$ cat src/rtl/uart_tx_fifo.sv
// uart_tx_fifo - transmit-side byte buffer feeding uart_core.
//
// Host bytes enter over a valid/ready write port and are stored in a circular FIFO.
// A small FSM pops one byte at a time into tx_data and pulses tx_start. It then waits
// for uart_core to raise and drop tx_busy before the next frame. A new frame starts
// only while cts is high.
//
// Ports:
//   clk, rst_n          system clock, asynchronous active-low reset
//   wr_data, wr_valid   host byte and write request
//   wr_ready            registered !full
//   tx_data             byte presented to uart_core, held for the whole frame
//   tx_start            one-cycle frame request
//   tx_busy             uart_core is serialising a frame
//   cts                 clear-to-send from the link partner
//   level, empty        FIFO occupancy (0..DEPTH) and level == 0
//   overflow            sticky: a write was attempted while full (byte dropped)
//
// Optional build macro UART_TX_FIFO_STATS_EN adds:
//   tx_count            16-bit wrapping count of tx_start pulses
//   hwm                 high-water mark of level
module uart_tx_fifo #(
   parameter int unsigned DEPTH  = 16,
   parameter int unsigned DATA_W = 8,
   parameter int unsigned LVL_W  = $clog2(DEPTH) + 1
) (
   input  logic              clk,
   input  logic              rst_n,
   input  logic [DATA_W-1:0] wr_data,
   input  logic              wr_valid,
   output logic              wr_ready,
   output logic [DATA_W-1:0] tx_data,
   output logic              tx_start,
   input  logic              tx_busy,
   input  logic              cts,
   output logic [LVL_W-1:0]  level,
   output logic              empty,
   output logic              overflow
`ifdef UART_TX_FIFO_STATS_EN
   ,
   output logic [15:0]       tx_count,
   output logic [LVL_W-1:0]  hwm
`endif
);

   localparam int unsigned PTR_W = $clog2(DEPTH);

   typedef enum logic [1:0] {StIdle, StArm, StSend} state_e;

   state_e              state_q, state_d;
   logic [PTR_W-1:0]    wr_ptr_q, rd_ptr_q;
   logic [LVL_W-1:0]    level_q, level_d;
   logic                wr_ready_q;
   logic [DATA_W-1:0]   tx_data_q;
   logic                tx_start_q;
   logic                overflow_q;
   logic [DATA_W-1:0]   mem [DEPTH];
   logic                push, pop;

   assign empty = (level_q == '0);
   assign push  = wr_valid && wr_ready_q;

   // Frame sequencing: IDLE pops, ARM waits for uart_core to go busy, SEND waits for it
   // to finish. Returning through IDLE guarantees at least one idle cycle between frames.
   always_comb begin
      state_d = state_q;
      pop     = 1'b0;
      unique case (state_q)
         StIdle: begin
            if (!empty && cts && !tx_busy) begin
               pop     = 1'b1;
               state_d = StArm;
            end
         end
         StArm:   if (tx_busy)  state_d = StSend;
         StSend:  if (!tx_busy) state_d = StIdle;
         default: state_d = StIdle;
      endcase
   end

   always_comb begin
      level_d = level_q;
      if (push && !pop) begin
         level_d = level_q + 1'b1;
      end else if (!push && pop) begin
         level_d = level_q - 1'b1;
      end
   end

   // Storage is not reset; only the pointers and level define valid contents.
   always_ff @(posedge clk) begin
      if (push) begin
         mem[wr_ptr_q] <= wr_data;
      end
   end

   always_ff @(posedge clk or negedge rst_n) begin
      if (!rst_n) begin
         state_q    <= StIdle;
         wr_ptr_q   <= '0;
         rd_ptr_q   <= '0;
         level_q    <= '0;
         wr_ready_q <= 1'b1;
         tx_data_q  <= '0;
         tx_start_q <= 1'b0;
         overflow_q <= 1'b0;
      end else begin
         state_q    <= state_d;
         level_q    <= level_d;
         // Registered from the next level, so a pop at full frees the slot one cycle later.
         wr_ready_q <= (level_d != LVL_W'(DEPTH));
         tx_start_q <= pop;
         if (push) begin
            wr_ptr_q <= wr_ptr_q + 1'b1;
         end
         if (pop) begin
            rd_ptr_q  <= rd_ptr_q + 1'b1;
            tx_data_q <= mem[rd_ptr_q];
         end
         if (wr_valid && !wr_ready_q) begin
            overflow_q <= 1'b1;
         end
      end
   end

   assign wr_ready = wr_ready_q;
   assign tx_data  = tx_data_q;
   assign tx_start = tx_start_q;
   assign level    = level_q;
   assign overflow = overflow_q;

`ifdef UART_TX_FIFO_STATS_EN
   logic [15:0]      tx_count_q;
   logic [LVL_W-1:0] hwm_q;

   always_ff @(posedge clk or negedge rst_n) begin
      if (!rst_n) begin
         tx_count_q <= '0;
         hwm_q      <= '0;
      end else begin
         if (tx_start_q) begin
            tx_count_q <= tx_count_q + 16'd1;
         end
         if (level_q > hwm_q) begin
            hwm_q <= level_q;
         end
      end
   end

   assign tx_count = tx_count_q;
   assign hwm      = hwm_q;
`endif

endmodule

$ cat config.mk
export PLATFORM = sky130hd
export DESIGN_NAME = uart_tx_fifo
export DESIGN_NICKNAME = d
export VERILOG_FILES = /design/src/rtl/uart_tx_fifo.sv
export SDC_FILE = /design/constraint.sdc
export NUM_CORES = 1
export LEC_CHECK = 0
export CAP_MARGIN = 20
export CELL_PAD_IN_SITES_DETAIL_PLACEMENT = 0
export CELL_PAD_IN_SITES_GLOBAL_PLACEMENT = 1
export CORE_MARGIN = 8
export CORE_UTILIZATION = 30
export DETAILED_ROUTE_END_ITERATION = 12
export DONT_BUFFER_PORTS = 1
export HOLD_SLACK_MARGIN = 0.15
export PLACE_DENSITY_LB_ADDON = 0.1
export SKIP_LAST_GASP = 1
export SYNTH_ARGS = -nofsm -noshare
export SYNTH_HDL_FRONTEND = slang
export SYNTH_SLANG_ARGS = --single-unit
$ cat constraint.sdc
create_clock -name clk -period 4.05 [get_ports clk]
set_clock_uncertainty 0.2 [all_clocks]
set_input_delay 0.81 -clock clk [delete_from_list [all_inputs] [get_ports clk]]
set_output_delay 0.81 -clock clk [all_outputs]
set_load 0.01 [all_outputs]
# After elaboration in Yosys (flattened, before gate mapping)
# Memories as Yosys holds them, arrays and structs flattened. A register that Yosys moved wholly into a read port is not among the register bits.
# Cells that the tools add are included.
[totals]
regBits = 18
latchBits = 0
ramBits = 128
romBits = 0
in_bits = 13
output_inout_bits = 17
wordCells = 43
memories = 1
[mem_list]
columns = ["name", "words", "width", "read_ports", "rd_ports_with_merged_regs", "write_ports", "line_no", "text"]
rows = [
  ["mem", 16, 8, 1, 1, 1, "57", "logic [DATA_W-1:0] mem [DEPTH];"],
]
[classes]
add_sub_neg = 4
mul = 0
div_mod_pow = 0
n_lt_le_gt_ge = 0
eq_ne = 6
shift = 0
n_mux = 10
n_bitwise = 0
reduce_logical = 15
[ops]
columns = ["cell", "count"]
rows = [
  ["$mux W5", 2],
  ["$add A4 B1 Y4 const B", 2],
  ["$logic_and A1 B1 Y1", 6],
  ["$logic_not A1 Y1", 6],
  ["$mux W2", 3],
  ["$ne A2 B2 Y1 const B", 3],
  ["$pmux W2 S3", 1],
  ["$add A5 B1 Y5 const B", 1],
  ["$logic_not A5 Y1", 1],
  ["$ne A5 B5 Y1 const B", 1],
  ["$sub A5 B1 Y5 const B", 1],
  ["$mux W1", 4],
  ["$reduce_and A3 Y1", 1],
  ["$eq A2 B1 Y1 const B", 1],
  ["$eq A2 B2 Y1 const B", 1],
  ["$logic_not A2 Y1", 1],
]

# Logic depth before layout (Yosys ltp)
# Gate-level depths: netlist of the first run.
[logic_depth]
depth_word = 10
depth_mapped = 9
mapped_depth_nobuf = 8

# Worst setup path after synthesis of the first run
# OpenSTA, ideal clock, no wires.
[synth_timing]
path_type = "input -> register"
start = "input port wr_valid"
end = "memory mem[3][0] (enable)"
setup_ns = 0.383
arrival_time_ns = 2.045
required_ns = 3.467
slack_ns = 1.422
path_stages = 4
n_path_buf = 1
cell_sequence = "and2_1 clkbuf_1 nand2_1 nor3_1"
[synth_between]
elab_chain_cells = 3
[synth_rtl]
columns = ["item", "line_no", "text"]
rows = [
  ["start: declaration", "30", "input logic wr_valid,"],
  ["$logic_and A1 B1 Y1", "61", "assign push = wr_valid && wr_ready_q;"],
  ["$mux W1", "92", "if (push) begin"],
  ["$mux W1 (not written as such)", "93", "mem[wr_ptr_q] <= wr_data;"],
  ["end: declaration", "57", ""],
]
# No other way between the ends.

# Final worst setup path of the first run
[layout_timing]
start = "register level_q[0], in the netlist level[0]"
end = "output port empty"
[layout_between]
elab_chain_cells = 1
[layout_rtl]
columns = ["item", "line_no", "text"]
rows = [
  ["start: declaration", "52", "logic [LVL_W-1:0] level_q, level_d;"],
  ["start signal: assignment", "109", "level_q <= level_d;"],
  ["$logic_not A5 Y1", "60", "assign empty = (level_q == '0);"],
  ["end: declaration", "37", "output logic empty,"],
]
# No other way between the ends.

==> metrics.md, run 1 <==
| Metric | Value |
|---|---|
| Hold buffers post-CTS | 2 |
| Leading area contributor after synthesis | edfxtp_1 |
| R2r setup slk | 1.28 ns |
| GP Congestion | 0.706 |
| CP arrival | 1.81 ns |
| Tightest Hold Check Type | input pin to flop |
| Finished Core Util | 0.355 |
| Critical Path RT | between 3 and 4 ns |
| First-pass GRT wire length | 21700 um |
| Max Transition Viols Final | 0 |
| Avg WL per Cell | 21.4 um |
| IO buf count | 0 |
| Drt pass-1 iters | 6 |
| Final period util | 0.697 |
| CTS clk-pin slew, worst paths | 0.06 ns |
| Layout Nets | 405 |
| Vias in the first global route | 3294 |
| Asr flop ratio synth | 0.169 |
| Worst-path maximum fanout | 7 |
| Total track usage | 0.117 |
| Final worst path period need | 2.82 ns |
| Iter 0 DRT Violations | 118 |
| Initial Util | 0.306 |
| PD cells | ~730 mW/mm^2 |
| Worst Min Path Start | wr_data[0] |
| Initial antenna violation count | 0 |
| Total area of sequential cells | approximately 0.0045 mm^2 |
| CTS tree | done |
| Hold_ws | approximately 0.28 ns |
| Syn_nets | 391 |
| DRC errors left | 0 |
| Synth area leaders | edfxtp_1, dfrtp_1, mux4_2 |
| Synth unique cells | 42 |
| CP delay by family, top | simple AND/OR/NAND/NOR gates |
| TritonCTS Buffers | 17 |
| Root Driver | clkbuf_16 |
| Slowest cell on crit path | or4b_4 |
| R2R depth | 9 |
| DP HPWL | 9190 um |
| # resized after CTS | 0 |
| I/O pin cnt | 30 |
| Number of flops mapped to enable cells by yosys | 128 |
| Worst-path cell chain | inv_1, ha_1, or4b_4, clkinv_4 |
| Critical path depth in cells | 4 |
| Max Fclk | around 350 MHz |
| Post-Synthesis Cells | 370 |
| Unrepaired setup endpoints after global routing | false |
| Syn-to-layout area delta | 15.9% |
| Die height | about 160 um |
| Pin count of the biggest net entering global routing | 27 |
| Drt total wl | 14300 um |
| RR Startpoint | level[0] |
| Die Area | 0.0255 mm^2 |
| Clk Latency, worst-skew pair | 0.42 ns |
| # rows | 52 |
| Final setup fails | 0 |
| Fraction of layout cells with a size suffix above 1 | 0.194 |
| CP startpoint kind | flop |
| IR drop worst, VDD | 0.000351 V |
| WS Path Type | flop to primary output |
| Mapped Area | around 0.0062 mm^2 |
| CP max stage delay | 0.51 ns |
| Vias | 3167 |
| Reg-to-reg critical path endpoint | wr_ready |
| FF+latch count, synth | 154 |
| Sink Count | between 150 and 200 |
| Multi-input gate area | 0.00160 mm^2 |
| Slew Limit Headroom | 0.368 |
| Synth warnings | 0 |
| Max Cap Viol | 0 |
| Buf/Inv on CP | 2 |
| Max H-tree Level | 4 |
| Clock buffer depth | 2 |
| Hold Path Sink | mem[3][0] |
| Worst slew pin tran | 0.948 ns |
| Fillers | between 1500 and 2000 |
| Static leakage | 2.44 nW |
| Sequential-to-total area share from yosys stat | 0.725 |
| Vias/cell | 4.76 |
| Core Area | 0.0202 mm^2 |
| Main flop type after synthesis | edfxtp_1 |
| Syn Area/Cell | 16.7 um^2 |
| Final hold violations | 0 |
| Ant diodes | 0 |
| Remaining Overflow, GRT | 0 |
| CP Capture Type | primary output |
| Status | finished clean |
| ANT nets after route | 0 |
| Die width | approximately 160 um |
| Hold depth | 0 |
| Total negative setup slack | 0 ns |
| Top cell type's share of synthesized area | 0.620 |
| Setup repair bufs after CTS | 0 |
-- registers in the layout, indices dropped and copies added (netlist names) --
signal,count
state_q,2
tx_data,8
mem,128
level,5
wr_ready,1
wr_ptr_q,4
tx_start,1
overflow,1
rd_ptr_q,4
-- placed cells by master, fill, tap and decap left out, types with 4 or more instances in the layout --
master and n:
a21oi_1 13, a221oi_1 4, a31oi_1 8, buf_4 11, bufinv_16 4, clkbuf_16 17, clkinvlp_4 6, dfrtp_1 24
edfxtp_1 128, ha_1 8, inv_1 5, mux2i_1 16, mux4_2 24, nand2_1 38, nand4_1 4, nor2_1 30
nor3_1 4, o21ai_0 6, xnor2_1 8
-- power by group --
| group | switching (W) | internal (W) | leakage [nW] |
|---|---|---|---|
| Combinational | 0.000688 | 0.000564 | 0.702 |
| Clock | 0.000625 | 0.00102 | 0.277 |
| Sequential | 0.000357 | 0.00197 | 1.46 |
-- worst max path at each step --
stage,startpoint,end,slack [ns]
floorplan,wr_valid,mem[3][0],1.42
global placement,wr_valid,mem[7][0],1.16
detailed placement,wr_valid,mem[7][0],1.18
CTS,level[0],empty,1.19
global route,rd_ptr_q[1],tx_data[1],1.06
finish,level[0],empty,1.23
-- worst reg2reg max path, delay by kind of cell (launching register included) --
family / cells / cell delay, ns
compound gates: 1 / 0.21
flops: 1 / 0.49
simple gates: 3 / 1.09
fa+ha+maj: 1 / 0.16
xor+xnor: 1 / 0.10
buf+inv: 3 / 0.43
-- synth_stat cells, types with 2 or more instances --
library cell and number:
nand4_1 4, nor2_1 30, a221oi_1 4, inv_1 5, xor2_1 2, and2_1 2, xnor2_1 8, mux2i_1 16
a21o_1 2, or4b_4 2, dfrtp_1 25, nand2b_1 2, ha_1 8, nand2_1 38, o21ai_0 6, a31oi_1 8
and3_1 2, buf_1 6, nor3_1 4, buf_2 4, a21oi_1 13, clkbuf_1 8, nand3_1 2, edfxtp_1 128
mux4_2 24
-- layer usage --
layer / GRT usage / routed length [um] / vias to the layer above
li1: - / - / 1451
met1: 0.154 / 6690 / 1635
met2: 0.178 / 6540 / 66
met3: 0.0391 / 831 / 15
met4: 0.0399 / 187 / 0
met5: 0 / 0 / -
-- through the flow --
stage / total power, W / instances / cell area (um^2) / setup slack, ns
global route: 0.00554 / 666 / 7180 / 1.06
CTS: 0.00532 / 666 / 7180 / 1.19
global placement: 0.00365 / 633 / 6550 / 1.16
floorplan: 0.00319 / 370 / 6200 / 1.42
detailed placement: 0.00365 / 633 / 6550 / 1.18
finish: 0.00523 / 666 / 7180 / 1.23
-- kinds of logic after synthesis --
family | synth area share
AND/OR/NAND/NOR | 0.0690
flip-flops | 0.725
AO/OA/AOI/OAI | 0.0418
buffers and inverters | 0.0168
XOR/XNOR | 0.0141
multiplexers | 0.117
adder cells (fa/ha/maj) | 0.0162
-- area by class of cell --
type / instances / share of cell area
well taps: 270 / 0.0470
clock inverters: 12 / 0.0244
flip-flops and latches: 154 / 0.626
repair buffers: 13 / 0.0157
multi-input cells: 191 / 0.222
clock buffers: 19 / 0.0603
inverters: 7 / 0.00435
Power figures use the tool's default switching activity.
==> run 2, diff against run 1 <==
==> constraint.sdc (replaced) <==
create_clock -name clk -period 2.64 [get_ports clk]
set_clock_uncertainty 0.2 [all_clocks]
set_input_delay 0.528 -clock clk [delete_from_list [all_inputs] [get_ports clk]]
set_output_delay 0.528 -clock clk [all_outputs]
set_load 0.01 [all_outputs]
==> metrics.md, run 2 (synthesis gave the netlist of run 1 again) <==
| Metric | Value |
|---|---|
| Total area of sequential cells | 0.00450 mm^2 (unchanged) |
| ANT nets after route | 0 (unchanged) |
| Unrepaired setup endpoints after global routing | false (unchanged) |
| Max Transition Viols Final | 0 (unchanged) |
| Max H-tree Level | 4 (unchanged) |
| Buf/Inv on CP | 1 (was 2) |
| Vias/cell | 4.62 (was 4.76) |
| Flop pwr share | 0.402 (was 0.446) |
| Psw | 0.00264 W (was 0.00167 W) |
| DRC errors left | 0 (unchanged) |
| Status | finished clean (unchanged) |
| Tightest Hold Check Type | input pin to flop (unchanged) |
| Multi-input gate area | 0.00160 mm^2 (unchanged) |
| Initial antenna violation count | 1 (was 0) |
| Fraction of layout cells with a size suffix above 1 | 0.241 (was 0.194) |
| CTS tree | done (unchanged) |
| Clock buffer depth | 2 (unchanged) |
| GP Congestion | 0.758 (was 0.706) |
| IR drop worst, VDD | 0.000543 V (was 0.000351 V) |
| Max Cap Viol | 0 (unchanged) |
| Max reg flops | 128 (unchanged) |
| Initial Util | 0.306 (unchanged) |
| Setup repair bufs after CTS | 0 (unchanged) |
| Pin count of the biggest net entering global routing | 32 (was 27) |
| Fillers | 1910 (was 1923) |
| Hold buffers post-CTS | 12 (was 2) |
| Worst slew pin tran | 0.685 ns (was 0.948 ns) |
| DP HPWL | 9480 um (was 9190 um) |
| Internal power | 0.00561 W (was 0.00356 W) |
| CP startpoint kind | flop (unchanged) |
| # resized after CTS | 0 (unchanged) |
| Final period util | 0.919 |
| CP Capture Type | flop (was primary output) |
| Die Area | 0.0255 mm^2 (unchanged) |
| I/O pin cnt | 30 (unchanged) |
| # rows | 52 (unchanged) |
| Die height | 160 um (unchanged) |
| Most flop-heavy register | mem (unchanged) |
| PD cells | 1100 mW/mm^2 (was 728 mW/mm^2) |
| Post-Place Worst Slack | 0.237 ns (was 1.18 ns) |
| Slowest cell on crit path | or4b_1 (was or4b_4) |
| Avg WL per Cell | 20.2 um (was 21.4 um) |
| Drt total wl | 14300 um (about the same) |
| Drt pass-1 iters | 4 (was 6) |
| Core Area | 0.0202 mm^2 (unchanged) |
| Vias in the first global route | 3450 (was 3294) |
| Iter 0 DRT Violations | 226 (was 118) |
| CTS clk-pin slew, worst paths | 0.07 ns (was 0.06 ns) |
| IO buf count | 0 (unchanged) |
| Worst-path maximum fanout | 5 (was 7) |
| Layout Nets | 443 (was 405) |
| Syn-to-layout area delta | 21.2% (was 15.9%) |
| Pwr Total | 0.00825 W (was 0.00523 W) |
| TritonCTS Buffers | 17 (unchanged) |
| Clock Power Share | 0.300 (was 0.315) |
| Sink Count | 154 (unchanged) |
| CP max stage delay | 0.53 ns (was 0.51 ns) |
| Remaining Overflow, GRT | 0 (unchanged) |
| CP arrival | 2.57 ns (was 1.81 ns) |
| Total negative setup slack | 0 ns (unchanged) |
| Final worst path period need | between 2 and 2.5 ns |
| Sw frac | 0.320 (was 0.319) |
| Critical Path RT | 2.78 ns (was 3.04 ns) |
| Most common cell after layout, fill and taps aside | edfxtp_1 (unchanged) |
| Post-Place Cells | 661 (was 633) |
| Final hold violations | 0 (unchanged) |
| Max Fclk | 412 MHz |
| Final setup fails | 0 (unchanged) |
| Fin cells | 706 (was 666) |
| Worst-path cell chain | inv_1, ha_1, or4b_4, a21oi_2, a32oi_2, xnor2_1, or4b_1 (was inv_1, ha_1, or4b_4, clkinv_4) |
| Setup ws final | 0.215 ns (was 1.23 ns) |
| Total track usage | 0.117 (about the same) |
| Logic pwr share | 0.298 (was 0.239) |
| Die width | 160 um (unchanged) |
| First-pass GRT wire length | 21800 um (was 21700 um) |
| Vias | 3260 (was 3167) |
| WS Path Type | flop to flop (was flop to primary output) |
| Clk Latency, worst-skew pair | 0.42 ns (about the same) |
| Static leakage | 2.64 nW (was 2.44 nW) |
| Most frequent cells in the layout | edfxtp_1, nand2_1, buf_4 (was edfxtp_1, nand2_1, nor2_1) |
| CP delay by family, top | simple AND/OR/NAND/NOR gates (unchanged) |
| Slew Limit Headroom | 0.543 (was 0.368) |
| Root Driver | clkbuf_16 (unchanged) |
[run 2: power by group through the flow]
stage / logic (W) / clock network, W / registers [W]
final: 0.00246 / 0.00247 / 0.00332
after global routing: 0.00272 / 0.00263 / 0.00336
after CTS: 0.00252 / 0.00253 / 0.00332
after detailed placement: 0.00246 / 0 / 0.00337
after global placement: 0.00247 / 0 / 0.00337
after floorplan: 0.00160 / 0 / 0.00329
[run 2: tightest hold or removal path: stages]
cell	delay (ns)
nor4b_2	0.05
nand3_1	0.08
a31o_2	0.17
[run 2: cell type report]
| class | instances | share of cell area |
|---|---|---|
| Timing Repair Buffer | 51 | 0.0596 |
| Clock buffer | 18 | 0.0571 |
| Inverter | 7 | 0.00416 |
| Clock inverter | 14 | 0.0223 |
| Sequential cell | 154 | 0.599 |
| Multi-Input combinational cell | 191 | 0.213 |
| Tap cell | 270 | 0.0450 |
| Antenna cell | 1 | 0.000333 |
[run 2: per-layer routing]
layer	up-vias	global-route usage	part of all wire
li1	1527	-	-
met1	1658	0.151	0.48
met2	64	0.181	0.46
met3	11	0.0368	0.050
met4	0	0.0437	0.011
met5	-	0	0
[run 2: worst paths after layout]
| kind | start | endpoint | slack, ns | cells past startpoint |
|---|---|---|---|---|
| hold reg to reg | overflow | overflow | 0.33 | 1 |
| setup / recovery | level[0] | wr_ready | 0.21 | 7 |
| setup reg to reg | level[0] | wr_ready | 0.21 | 7 |
| min in group asynchronous | rst_n | level[2] | 0.33 | 2 |
| hold / removal | tx_busy | level[4] | 0.24 | 3 |
| max in group asynchronous | rst_n | wr_ready | 1.68 | 2 |
[run 2: stage by stage]
stage                     cell area [um^2]  utilization  hold slack, ns
after floorplan                       6200            -          0.0324
after global placement                6780        0.335          0.0336
after detailed placement              6780        0.335          0.0336
after CTS                             7510        0.371           0.219
after global routing                  7510        0.371           0.232
final                                 7510        0.371           0.235
==> run 3, diff against run 2 <==
--- a/config.mk
+++ b/config.mk
@@ -8,7 +8,7 @@
 export CAP_MARGIN = 20
 export CELL_PAD_IN_SITES_DETAIL_PLACEMENT = 0
 export CELL_PAD_IN_SITES_GLOBAL_PLACEMENT = 1
-export CORE_MARGIN = 8
+export CORE_MARGIN = 5
 export CORE_UTILIZATION = 30
 export DETAILED_ROUTE_END_ITERATION = 12
 export DONT_BUFFER_PORTS = 1
==> metrics.md, run 3 (synthesis gave the netlist of run 1 again) <==
| Metric | Value |
|---|---|
| Status | finished clean (unchanged) |
| IR drop worst, VDD | 0.000545 V (was 0.000543 V) |
| Final worst path period need | 2.43 ns (about the same) |
| Sink Count | 154 (unchanged) |
| Remaining Overflow, GRT | 0 (unchanged) |
| Max H-tree Level | 4 (unchanged) |
| Clock Power Share | 0.308 (was 0.300) |
| DP HPWL | 9570 um (was 9480 um) |
| Total track usage | 0.126 (was 0.117) |
| Setup repair bufs after CTS | 0 (unchanged) |
| Setup ws final | 0.213 ns (was 0.215 ns) |
| IO buf count | 0 (unchanged) |
| Die width | 154 um (was 160 um) |
| Tightest Hold Check Type | input pin to flop (unchanged) |
| Final setup fails | 0 (unchanged) |
| Max reg flops | 128 (unchanged) |
| Die Area | 0.0236 mm^2 (was 0.0255 mm^2) |
| Internal power | 0.00556 W (was 0.00561 W) |
| Die height | 154 um (was 160 um) |
| Vias/cell | 4.68 (was 4.62) |
| Drt total wl | 14400 um (was 14300 um) |
| Most frequent cells in the layout | edfxtp_1, nand2_1, buf_4 (unchanged) |
| CP arrival | 2.56 ns (was 2.57 ns) |
| Drt pass-1 iters | 4 (unchanged) |
| Hold buffers post-CTS | 12 (unchanged) |
| CTS tree | done (unchanged) |
| GP Congestion | 0.744 (was 0.758) |
| Most common cell after layout, fill and taps aside | edfxtp_1 (unchanged) |
| Most flop-heavy register | mem (unchanged) |
| Pin count of the biggest net entering global routing | 29 (was 32) |
| WS Path Type | flop to flop (unchanged) |
| Max Fclk | 412 MHz (about the same) |
| ANT nets after route | 0 (unchanged) |
| Clk Latency, worst-skew pair | 0.43 ns (was 0.42 ns) |
| Critical Path RT | 2.77 ns (was 2.78 ns) |
| DRC errors left | 0 (unchanged) |
| Root Driver | clkbuf_16 (unchanged) |
| Worst Min Path Start | tx_busy (unchanged) |
| # rows | 52 (unchanged) |
| Iter 0 DRT Violations | 168 (was 226) |
| Critical Path Start | level[1] (was level[0]) |
| Finished Core Util | 0.368 (was 0.371) |
| Fraction of layout cells with a size suffix above 1 | 0.238 (was 0.241) |
| CP startpoint kind | flop (unchanged) |
| Fillers | 1920 (was 1910) |
| Vias in the first global route | 3402 (was 3450) |
| PD cells | 1100 mW/mm^2 (about the same) |
| Layout Nets | 437 (was 443) |
| Max Transition Viols Final | 0 (unchanged) |
| Static leakage | 2.61 nW (was 2.64 nW) |
| RR Startpoint | level[1] (was level[0]) |
| Syn-to-layout area delta | 20.5% (was 21.2%) |
| Worst-path maximum fanout | 5 (unchanged) |
| CP Capture Type | flop (unchanged) |
| Clock buffer depth | 2 (unchanged) |
| Initial antenna violation count | 0 (was 1) |
| Post-Place Worst Slack | 0.223 ns (was 0.237 ns) |
| Psw | 0.00265 W (was 0.00264 W) |
| Unrepaired setup endpoints after global routing | false (unchanged) |
| Total negative setup slack | 0 ns (unchanged) |
| Max Cap Viol | 0 (unchanged) |
| Avg WL per Cell | 20.6 um (was 20.2 um) |
| Flop pwr share | 0.409 (was 0.402) |
| Slew Limit Headroom | 0.483 (was 0.543) |
| Vias | 3270 (was 3260) |
| Final hold violations | 0 (unchanged) |
| Worst slew pin tran | 0.773 ns (was 0.685 ns) |
| CTS clk-pin slew, worst paths | 0.06 ns (was 0.07 ns) |
| I/O pin cnt | 30 (unchanged) |
| Final period util | 0.919 (about the same) |
| Core Area | 0.0203 mm^2 (was 0.0202 mm^2) |
| TritonCTS Buffers | 17 (unchanged) |
| First-pass GRT wire length | 21900 um (was 21800 um) |
| Initial Util | 0.305 (was 0.306) |
| Ant diodes | 0 (was 1) |
| Sw frac | 0.323 (was 0.320) |
| # resized after CTS | 0 (unchanged) |
| Logic pwr share | 0.283 (was 0.298) |
[run 3: path summary, 6_finish.rpt]
path | depth (start not counted) | slack, ns | endpoint
min | 3 | 0.25 | level[4]
min in group asynchronous | 2 | 0.36 | level[3]
min reg2reg | 1 | 0.33 | overflow
max | 7 | 0.21 | wr_ready
max reg2reg | 7 | 0.21 | wr_ready
max in group asynchronous | 2 | 1.65 | wr_ready
[run 3: power groups by stage]
stage               clock (W)  combinational [W]  sequential (W)
floorplan                   0            0.00160         0.00329
global placement            0            0.00233         0.00342
detailed placement          0            0.00232         0.00342
CTS                   0.00260            0.00239         0.00337
global route          0.00270            0.00256         0.00341
finish                0.00253            0.00233         0.00336
[run 3: metrics by stage]
| stage | power (W) | instance area [um^2] | std cells | hold WS (ns) |
|---|---|---|---|---|
| after floorplan | 0.00489 | 6200 | 370 | 0.0324 |
| after global placement | 0.00575 | 6720 | 655 | 0.0337 |
| after detailed placement | 0.00574 | 6720 | 655 | 0.0340 |
| after CTS | 0.00836 | 7470 | 699 | 0.228 |
| after global routing | 0.00867 | 7470 | 699 | 0.255 |
| final | 0.00822 | 7470 | 699 | 0.251 |
[run 3: final cells by class]
type	count	area, um^2	area share
Clock inverter	15	188	0.0251
Sequential cell	154	4500	0.602
Timing Repair Buffer	45	390	0.0523
Inverter	7	31.3	0.00419
Tap cell	270	338	0.0452
Multi-Input combinational cell	191	1600	0.214
Clock buffer	17	425	0.0570
[run 3: layer usage]
| layer | track usage | up-vias | wire length [um] |
|---|---|---|---|
| li1 | - | 1509 | - |
| met1 | 0.173 | 1693 | 6830 |
| met2 | 0.199 | 58 | 6850 |
| met3 | 0.0306 | 10 | 578 |
| met4 | 0.0378 | 0 | 116 |
| met5 | 0 | - | 0 |
[run 3: worst max-delay path, stage by stage (launching register included)]
cell	delay (ns)
dfrtp_1	0.38
inv_1	0.08
ha_1	0.14
or4b_4	0.50
a21oi_2	0.26
a32oi_2	0.09
xnor2_1	0.16
or4b_1	0.52
